--- src/rtl/tug_pkg.sv ---
// Shared types and defaults for the tug-of-war match controller.
// Latency: none (types and constants only); no backpressure, no flow control.
package tug_pkg;

    typedef enum logic [1:0] {
        PLAY = 2'd0,
        HOLD = 2'd1,
        DONE = 2'd2
    } state_t;

    localparam int DEF_N_LIGHTS    = 9;
    localparam int DEF_WIN_SCORE   = 7;
    localparam int DEF_SCORE_W     = 3;
    localparam int DEF_HOLD_CYCLES = 4;

    function automatic int centre_idx(input int n_lights);
        return n_lights / 2;
    endfunction

endpackage

--- src/rtl/tug_match_ctrl_press_edge.sv ---
// Rising-edge detector: one-cycle pulse in the same cycle the level first goes high.
// Latency: pulse is combinational from level; the history register is always enabled.
module press_edge (
    input  logic clk,
    input  logic reset,
    input  logic level,
    output logic pulse
);

    logic level_q;

    always_ff @(posedge clk) begin
        if (reset) begin
            level_q <= 1'b0;
        end else begin
            level_q <= level;
        end
    end

    assign pulse = level & ~level_q;

endmodule

--- src/rtl/tug_match_ctrl.sv ---
// Tug-of-war sequencer: moves a one-hot rope on button presses, scores rounds, re-centres.
// Latency: a press moves the rope on the edge that samples it; buttons are never backpressured.
module tug_match_ctrl
    import tug_pkg::*;
#(
    parameter int N_LIGHTS    = DEF_N_LIGHTS,
    parameter int WIN_SCORE   = DEF_WIN_SCORE,
    parameter int SCORE_W     = DEF_SCORE_W,
    parameter int HOLD_CYCLES = DEF_HOLD_CYCLES
) (
    input  logic                clk,
    input  logic                reset,
    input  logic                L,
    input  logic                R,
    output logic [N_LIGHTS-1:0] lights,
    output logic [SCORE_W-1:0]  score_l,
    output logic [SCORE_W-1:0]  score_r,
    output logic [1:0]          round_win,
    output logic                match_over
);

    localparam int POS_W  = $clog2(N_LIGHTS);
    localparam int HOLD_W = $clog2(HOLD_CYCLES + 1);
    localparam logic [POS_W-1:0]   CENTRE   = POS_W'(centre_idx(N_LIGHTS));
    localparam logic [POS_W-1:0]   POS_MAX  = POS_W'(N_LIGHTS - 1);
    localparam logic [HOLD_W-1:0]  HOLD_END = HOLD_W'(HOLD_CYCLES - 1);
    localparam logic [SCORE_W-1:0] WIN_VAL  = SCORE_W'(WIN_SCORE);

    logic pl;
    logic pr;

    press_edge u_edge_l (.clk(clk), .reset(reset), .level(L), .pulse(pl));
    press_edge u_edge_r (.clk(clk), .reset(reset), .level(R), .pulse(pr));

    state_t              state,       state_nxt;
    logic [POS_W-1:0]    pos,         pos_nxt;
    logic [SCORE_W-1:0]  score_l_nxt, score_r_nxt;
    logic [1:0]          round_win_nxt;
    logic [HOLD_W-1:0]   hold_cnt,    hold_cnt_nxt;

    always_ff @(posedge clk) begin
        if (reset) begin
            state     <= PLAY;
            pos       <= CENTRE;
            score_l   <= '0;
            score_r   <= '0;
            round_win <= 2'b00;
            hold_cnt  <= '0;
        end else begin
            state     <= state_nxt;
            pos       <= pos_nxt;
            score_l   <= score_l_nxt;
            score_r   <= score_r_nxt;
            round_win <= round_win_nxt;
            hold_cnt  <= hold_cnt_nxt;
        end
    end

    always_comb begin
        state_nxt     = state;
        pos_nxt       = pos;
        score_l_nxt   = score_l;
        score_r_nxt   = score_r;
        round_win_nxt = round_win;
        hold_cnt_nxt  = hold_cnt;
        case (state)
            PLAY: begin
                // Simultaneous presses cancel out.
                if (pl && !pr) begin
                    if (pos == POS_MAX) begin
                        score_l_nxt   = score_l + 1'b1;
                        round_win_nxt = 2'b10;
                        hold_cnt_nxt  = '0;
                        state_nxt     = HOLD;
                    end else begin
                        pos_nxt = pos + 1'b1;
                    end
                end else if (pr && !pl) begin
                    if (pos == '0) begin
                        score_r_nxt   = score_r + 1'b1;
                        round_win_nxt = 2'b01;
                        hold_cnt_nxt  = '0;
                        state_nxt     = HOLD;
                    end else begin
                        pos_nxt = pos - 1'b1;
                    end
                end
            end
            HOLD: begin
                if (hold_cnt == HOLD_END) begin
                    if ((round_win[1] && score_l == WIN_VAL) ||
                        (round_win[0] && score_r == WIN_VAL)) begin
                        state_nxt = DONE;
                    end else begin
                        pos_nxt       = CENTRE;
                        round_win_nxt = 2'b00;
                        state_nxt     = PLAY;
                    end
                end else begin
                    hold_cnt_nxt = hold_cnt + 1'b1;
                end
            end
            DONE: begin
            end
            default: state_nxt = PLAY;
        endcase
    end

    for (genvar i = 0; i < N_LIGHTS; i++) begin : g_decode
        assign lights[i] = (pos == POS_W'(i));
    end

    assign match_over = (state == DONE);

endmodule

--- config.mk ---
export PLATFORM = sky130hd
export DESIGN_NAME = tug_match_ctrl
export DESIGN_NICKNAME = d
export VERILOG_FILES = /design/src/rtl/tug_pkg.sv /design/src/rtl/tug_match_ctrl_press_edge.sv /design/src/rtl/tug_match_ctrl.sv
export SDC_FILE = /design/constraint.sdc
export NUM_CORES = 1
export LEC_CHECK = 0
export ABC_AREA = 1
export CAP_MARGIN = 20
export CORE_ASPECT_RATIO = 1.2
export CORE_MARGIN = 2
export CORE_UTILIZATION = 40
export CTS_CLUSTER_DIAMETER = 60
export DETAILED_ROUTE_END_ITERATION = 16
export GPL_TIMING_DRIVEN = 0
export PLACE_DENSITY = 0.71
export RECOVER_POWER = 100
export SETUP_SLACK_MARGIN = 0.4
export SLEW_MARGIN = 10
export SYNTH_ARGS = -nofsm -noshare
export SYNTH_HDL_FRONTEND = slang
export SYNTH_SLANG_ARGS = --single-unit
--- constraint.sdc ---
create_clock -name clk -period 1.7 [get_ports clk]
set_input_delay 0.34 -clock clk [delete_from_list [all_inputs] [get_ports clk]]
set_output_delay 0.34 -clock clk [all_outputs]
set_load 0.01 [all_outputs]
After elaboration in Yosys (flattened, before gate mapping)
Index checks and enable logic that the tools add are counted.

Register bits: 19. Input port bits: 4.

$add $sub $neg: 5. Equal/unequal tests: 21. Mux-type cells: 25. Bitwise operators: 6. Reduce and logical (&&, ||, !) cells: 16.

Operator list (number): $mux W4 (6); $mux W2 (10); $eq A4 B3 Y1 const B (4); $mux W3 (5); $ne A3 B3 Y1 const B (5); $reduce_and A6 Y1 (2); $reduce_and A5 Y1 (2); $add A3 B1 Y3 const B (3); $eq A4 B2 Y1 const B (2); $pmux W4 S2 (1); $eq A3 B3 Y1 const B (2); $ne A2 B2 Y1 const B (3); $pmux W2 S3 (1); $pmux W3 S2 (1); $add A4 B1 Y4 const B (1); $eq A4 B1 Y1 const B (1); $eq A4 B4 Y1 const B (1); $logic_and A1 B1 Y1 (4); $logic_not A4 Y1 (1); $not A1 Y1 (4); $pmux W2 S2 (1); $reduce_and A4 Y1 (1); $sub A4 B1 Y4 const B (1); $eq A3 B2 Y1 const B (1); other kinds (8) (10).

Longest topological paths before layout
Gate-level depths: netlist of the first run.

Depth after elaboration: 7. Depth in mapped cells: 13. Gate-level depth less buffers: 13.

Hierarchy
Synthesis of the first run repeated with hierarchy kept, for this count alone.

Cells, all modules: 169. Area total of the unflattened synthesis: 1168.6 um^2.

Modules (own cells, without submodules): tug_match_ctrl (times used 1, cells an instance 161, area each 1106.1 um^2, sequential area each 340.3 um^2); press_edge (times used 2, cells an instance 4, area each 31.3 um^2, sequential area each 20.0 um^2).

Worst setup path after synthesis of the first run
OpenSTA, ideal clock, no wires.

Path kind: input to register. Start: input port L. End: register pos[3]. Library setup time: 0.117 ns. Arrival time: 1.448 ns. Required time: 1.583 ns. Setup slack: 0.135 ns. Stages on the path: 12. Path buffers: 0. Path through: inv_1 > nor2_1 > inv_1 > ha_1 > inv_1 > nand2_1 > nand2_1 > nand2_2 > nor2_4 > nand2_2 > o21ai_0 > nor2_1.

Longest elaborated chain between the ends: 5. Elaborated cells on any way between the ends: 10. Those cells by class: eq/ne: 3; mux: 2; bitwise: 1; reduce/logical: 4.

RTL lines: from (decl) (RTL line tug_match_ctrl.sv:13) `input logic L,`; $and A1 B1 Y1 * (RTL line tug_match_ctrl_press_edge.sv:20) `assign pulse = level & ~level_q;`; $logic_not A1 Y1 (RTL line tug_match_ctrl.sv:78) `end else if (pr && !pl) begin`; $logic_and A1 B1 Y1 (RTL line tug_match_ctrl.sv:78); $ne A3 B3 Y1 (no source line); $reduce_and A6 Y1 (no source line); to (signal assigned) (RTL line tug_match_ctrl.sv:51) `pos <= pos_nxt;`; to (decl) (RTL line tug_match_ctrl.sv:36) `logic [POS_W-1:0] pos, pos_nxt;`.

Mark *: on every way between the ends. The rest lies on a longest branch, timed or not. A chain may end at the register's enable or synchronous reset.

Worst setup path in the final report of the first run
Start: register pos[1]. End: output port lights[1].

Longest elaborated chain between the ends: 1.

RTL lines: $eq A4 B1 Y1 (RTL line tug_match_ctrl.sv:110) `assign lights[i] = (pos == POS_W'(i));`; to (decl) (RTL line tug_match_ctrl.sv:15) `output logic [N_LIGHTS-1:0] lights,`.

No other way between the ends.

==> metrics.md, run 1 <==
| Metric | Value |
|---|---|
| Synth Warn # | `0` |
| CTS Hold Bufs | `0` |
| Tightest Hold Check Type | `primary input to register` |
| CP cell instances | `inv_4 -> ha_4 -> inv_1 -> nor2_1 -> dlygate4sd2_1` |
| Vias | `1230` |
| Clk slew on worst S/H paths | `0.11 ns` |
| Crit Path Class | `register to primary output` |
| Synth-to-Final Area Change | `53.47%` |
| Fin Setup TNS | `0 ns` |
| Initial antenna violation count | `0` |
| First drt pass iteration count | `4` |
| Max Freq | `611.6 MHz` |
| Avg Inst Size Synth | `6.992 µm²` |
| Post-synth top area cell | `dfxtp_1` |
| Clock skew | `~0.0075 ns` |
| Gpl congestion | `0.8236` |
| Global-route wire length before repair | `5030 µm` |
| Logic pwr share | `a little under three fifths` |
| Wire per inst | `13.00 µm` |
| Vias in the first global route | `between 1000 and 1500` |
| Ports | `22` |
| GR Overflow Total | `0` |
| Root Driver | `clkbuf_4` |
| Chip width | `~53 µm` |
| Worst path slowest cell | `dfxtp_2` |
| Post-Syn Instances | `165` |
| Share of layout cells above drive strength 1 | `approximately 51%` |
| Sequential area share after synthesis | `32.97%` |
| Worst Path Arrival | `1.30 ns` |
| Sequential share of power | `31.3%` |
| Starting Density | `41.81%` |
| DRT iter0 DRCs | `29` |
| Synth cell types | `20` |
| Maxcap violations | `0` |
| Critical Path RT | `1.36 ns` |
| CTS H-tree lvls | `1` |
| Total global-route track usage | `20.04%` |
| Largest net degree at the start of global routing | `12` |
| Final wirelength | `3158 µm` |
| FP Rows | `21` |
| Leak | `approximately 0.83 nW` |
| Clk sinks | `19` |
| Cts bufs inserted | `3` |
| Post-route setup slack | `0.06490 ns` |
| Startpoint types | `register` |
| Crit Path Max Fanout | `4` |
| RSZ-0062 raised after global routing | `yes` |
| Internal Power | `1.109 mW` |
| Synth area leaders | `dfxtp_1 33%, ha_1 13%, nor2_1 10%` |
| DRC viols | `0` |
| Net Sw Power | `0.9228 mW` |
| Max IR drop VDD | `0.7167 mV` |
| DRT antenna net count | `0` |
| Max clock buf depth | `2` |
| Core ar. | `2759 µm²` |
| DP HPWL | `1954 µm` |
| Sw Ratio | `a little under half` |
| Clock group share of total power | `between 10 and 15%` |
| Slew Limit Fails | `0` |
| Area share of the largest cell type after synthesis | `32.97%` |
| Critical Path Sink Type | `primary output` |
| IO Port Bufs | `21` |
| Die Span Y | `about 63 µm` |
| Rel. slew slack | `approximately 63%` |
| Synthesized area | `1154 µm²` |
| Fin util | `between 60% and 70%` |
| Final Cycle Share | `96.18%` |
| Clock Latency Late Sink | `0.31 ns` |
| Die area | `3332 µm²` |
| CTS tree | `done` |
| CP max stage delay | `0.40 ns` |
| Syn nets | `181` |
| Fin nets | `approximately 230` |
| Hold Vio Cnt, Final | `0` |
| Fin crit period | `1.635 ns` |
| Synth Register Bits | `19` |
| Pwr per Cell Area | `1148 nW/µm²` |
| Count of final setup violators | `0` |
| Vias per inst | `between 5 and 6` |
| Tot Pwr | `2.032 mW` |
| Diode count | `0` |
| Status | `completed` |
| Dpl ws | `-0.6206 ns` |
| Worst slew pin tran | `around 0.56 ns` |
-- what timing repair did --
action	4_1_cts	5_1_grt
pin swaps	26	16
hold endpoints to repair	0	0
gates resized for setup	114	22
setup endpoints to repair	35	34
setup buffers	16	3
-- flip-flops by register name, indices dropped and copies added, names as in the netlist --
signal / count
u_edge_l.level_q: 1
u_edge_r.level_q: 1
state: 2
pos: 4
round_win: 2
hold_cnt: 3
score_r: 3
score_l: 3
-- routing by layer --
layer / share of wire [%] / vias to the layer above / global-route usage (%)
met4: 3.2 / 0 / 10.58
met1: 36 / 569 / 18.32
met3: 3.7 / 13 / 3.828
met5: 0 / - / 0
li1: - / 617 / -
met2: 57 / 31 / 38.75
-- cell type report --
type	count	area, µm²
Buffer	1	3.754
Timing Repair Buffer	40	320.3
Clock buffer	3	22.52
Multi-Input combinational cell	117	840.8
Clock inverter	1	5.005
Fill cell	232	988.4
Sequential cell	19	405.4
Tap cell	34	42.54
Inverter	28	130.1
-- synthesized netlist by cell type (all sizes together) --
master and instances:
nand2 26, ha 12, o21ai 16, nand4 4, or2 1, xor2 2
a21oi 8, o211ai 1, nor2 36, clkbuf 1, nand3 10, nor3 1
dfxtp 19, inv 28
-- critical path: cells and delay by family (launching register included) --
kind / cells / cell delay, ns
fa+ha+maj: 1 / 0.15
buf+inv: 3 / 0.40
flops: 1 / 0.40
simple gates: 1 / 0.04
-- logic make-up (layout without fill, tap and decap cells) --
logic type	after synthesis	count (layout)	share of synthesized area (%)
simple gates	78	78	32.00
buf+inv	29	73	9.436
compound gates	25	25	11.06
flops	19	19	32.97
fa+ha+maj	12	12	13.01
xor+xnor	2	2	1.519
-- layout by cell type, fill, tap and decap left out --
cell type         n
dfxtp_2          14
ha_1              4
buf_2             7
dlygate4sd2_1     2
inv_2            11
clkdlybuf4s15_2   1
inv_1            11
or2_1             1
nand3_1           5
nand2_4           4
nand3_2           3
buf_4            16
a21oi_2           3
clkbuf_4          3
inv_4             5
nand3_4           2
ha_4              4
o21ai_2           2
clkbuf_2          2
nor2_2            1
nand4_1           4
nor2_4            7
nand2_2           9
o211ai_1          1
o21ai_0           8
nor2_1           28
nor3_1            1
xor2_1            2
dfxtp_1           3
clkbuf_1          1
nand2_1          13
a21oi_1           5
clkinv_2          1
inv_12            1
clkdlybuf4s50_1   1
o21ai_1           6
dfxtp_4           2
clkdlybuf4s15_1   6
buf_6             5
ha_2              4
-- worst paths after layout --
path,start,endpoint,slack (ns),cells after the start
max,pos[1]$_SDFFE_PP0P_,lights[1],0.06,5
max reg2reg,u_edge_l.level_q$_SDFF_PP0_,pos[2]$_SDFFE_PP1P_,0.10,11
min,R,u_edge_r.level_q$_SDFF_PP0_,0.38,3
min reg2reg,hold_cnt[2]$_SDFFE_PP0P_,hold_cnt[2]$_SDFFE_PP0P_,0.49,2
-- power groups by stage --
stage,Clock (mW),Sequential [mW],Combinational (mW)
floorplan,0,0.604,0.583
global placement,0,0.607,0.823
detailed placement,0,0.613,0.849
CTS,0.244,0.629,1.04
global route,0.262,0.647,1.28
finish,0.235,0.636,1.16
-- per-stage QoR --
step	hold slack, ns	cell area (µm²)	instances
after floorplan	0.4396	1185	165
after global placement	0.4529	1438	220
after detailed placement	0.4643	1438	220
after CTS	0.3739	1702	240
after global routing	0.3754	1770	243
final	0.3757	1770	243
No activity file was read; power rests on OpenSTA's default activity.
==> inputs of run 2 (changes only) <==
PLACE_DENSITY = not set   (was 0.71)
==> metrics.md, run 2 (same netlist as run 1, synthesis figures left out) <==
| Metric | Value |
|---|---|
| RR Endpoint | `score_r[0]$_SDFFE_PP0P_` |
| Worst r2r path cells | `8` |
| FP Rows | `21` |
| Die Span Y | `between 60 and 70 µm` |
| Crit Path Max Fanout | `4` |
| Sequential cell area | `roughly 400 µm²` |
| Reg2reg setup slack | `0.13 ns` |
| Global-route wire length before repair | `5099 µm` |
| Critical Path Sink Type | `primary output` |
| Maxcap violations | `0` |
| Wire per inst | `13.01 µm` |
| Core ar. | `about 2800 µm²` |
| Fin nets | `about 240` |
| RSZ-0062 raised after global routing | `yes` |
| Vias per inst | `4.917` |
| R2R Path Start | `pos[0]$_SDFFE_PP0P_` |
| CP max stage delay | `0.40 ns` |
| Slew Limit Fails | `0` |
| Fin util | `68.16%` |
| Synth-to-Final Area Change | `63.01%` |
| Max Freq | `623.4 MHz` |
| Leak | `0.8642 nW` |
| DRT antenna net count | `0` |
| DRT iter0 DRCs | `21` |
| WHS Endpoint | `u_edge_l.level_q$_SDFF_PP0_` |
| Ports | `22` |
| Fillers | `roughly 240` |
| CP cell instances | `buf_6 -> ha_4 -> inv_4 -> nor2_1 -> clkbuf_1` |
| Worst path slowest cell | `dfxtp_4` |
| Vias in the first global route | `1199` |
| Tightest Hold Check Type | `primary input to register` |
| Fin crit period | `approximately 1.6 ns` |
| Gpl congestion | `roughly 0.79` |
| Worst slew pin tran | `0.5398 ns` |
| Initial antenna violation count | `0` |
| Worst Path Arrival | `1.26 ns` |
| Hold Vio Cnt, Final | `0` |
| Max clock buf depth | `2` |
| Clk sinks | `19` |
| Status | `completed` |
| Pwr per Cell Area | `1196 nW/µm²` |
| GR Overflow Total | `0` |
| Clock skew | `0.001851 ns` |
| Count of final setup violators | `0` |
| Max IR drop VDD | `0.8856 mV` |
| Rel. slew slack | `64.01%` |
| Root Driver | `clkbuf_4` |
| Critical Path RT | `approximately 1.4 ns` |
| Largest register by flop count | `pos` |
| IO Port Bufs | `21` |
| Hold_ws | `0.2989 ns` |
| Startpoint types | `register` |
| Total global-route track usage | `20.00%` |
| Clk slew on worst S/H paths | `0.11 ns` |
| Vias | `between 1000 and 1500` |
| CTS tree | `done` |
| DRC viols | `0` |
| Largest net degree at the start of global routing | `12` |
| Highest-count cells in the layout ignoring fill and taps | `28 x nor2_1, 19 x buf_4, 16 x nand2_1` |
| Starting Density | `a little over two fifths` |
| Max reg flops | `4` |
| Share of layout cells above drive strength 1 | `between 40% and 50%` |
| CTS H-tree lvls | `1` |
| Diode count | `0` |
| DP HPWL | `1956 µm` |
| CTS Hold Bufs | `0` |
| Chip width | `53.03 µm` |
| Crit Path Class | `register to primary output` |
| Clock Latency Late Sink | `0.30 ns` |
| Fin Setup TNS | `0 ns` |
| Cts bufs inserted | `3` |
| Commonest non-fill, non-tap cell in the layout | `nor2_1` |
| WHS Path Cells | `3` |
| Die area | `3332 µm²` |
| Hold path startpoint | `L` |
| Final wirelength | `3292 µm` |
| Final Cycle Share | `94.37%` |
| First drt pass iteration count | `5` |
| Multi-input logic area | `852.1 µm²` |
[run 2: changes by cell type in the layout (fill, tap and decap cells not counted), sizes merged]
cell           previous run  this run
dlygate4sd3               0         1
clkdlybuf4s15             7         2
buf                      28        35
clkdlybuf4s25             0         5
dlygate4sd2               2         1
clkbuf                    6        10
clkdlybuf4s50             1         0
[run 2: metrics by stage]
step           instance area, µm²  worst slack (ns)  power, mW  cells
2_1_floorplan                1185            0.1843      1.187    165
5_1_grt                      1881           0.01199      2.420    253
3_3_place_gp                 1438           -0.6117      1.444    220
6_report                     1881           0.09577      2.249    253
4_1_cts                      1738            0.1281      2.016    246
3_5_place_dp                 1438           -0.6338      1.467    220
[run 2: what timing repair did]
| action | 4_1_cts | 5_1_grt |
|---|---|---|
| buffers inserted | 22 | 7 |
| pin swaps | 30 | 21 |
| gates resized for setup | 119 | 39 |
| setup endpoints to repair | 35 | 34 |
| gates cloned | 0 | 0 |
[run 2: area by class of cell]
cell class,count,area share [%]
Timing Repair Buffer,50,22.22
Clock inverter,1,0.2661
Sequential cell,19,21.49
Multi-Input combinational cell,117,45.31
Buffer,1,0.1996
Clock buffer,3,1.198
Inverter,28,7.053
Tap cell,34,2.262
[run 2: report_power, final]
part	switching [mW]	internal [mW]	total [mW]
Combinational	0.742	0.634	1.38
Clock	0.150	0.0878	0.238
Sequential	0.0942	0.541	0.635
[run 2: worst max-delay path by stage]
stage	endpoint	slack (ns)	start	cells after the start
after CTS	lights[0]	0.13	pos[0]$_SDFFE_PP0P_	5
after global placement	pos[1]$_SDFFE_PP0P_	-0.61	L	13
final	lights[3]	0.1	pos[0]$_SDFFE_PP0P_	5
after global routing	score_r[0]$_SDFFE_PP0P_	0.01	pos[0]$_SDFFE_PP0P_	8
after detailed placement	pos[1]$_SDFFE_PP0P_	-0.63	L	13
after floorplan	pos[1]$_SDFFE_PP0P_	0.18	L	12
[run 2: critical path: cells and delay by family (launching register included)]
family / cells / cell delay (ns)
buffers and inverters: 3 / 0.32
and+or+nand+nor: 1 / 0.11
DFF: 1 / 0.40
adders and majority gates: 1 / 0.13
[run 2: metal layers]
metal | track usage (%) | wire (µm) | vias up
li1 | - | - | 636
met1 | 21.31 | 1279 | 576
met3 | 3.110 | 104 | 8
met4 | 6.410 | 65 | 0
met2 | 37.97 | 1842 | 24
met5 | 0 | 0 | -
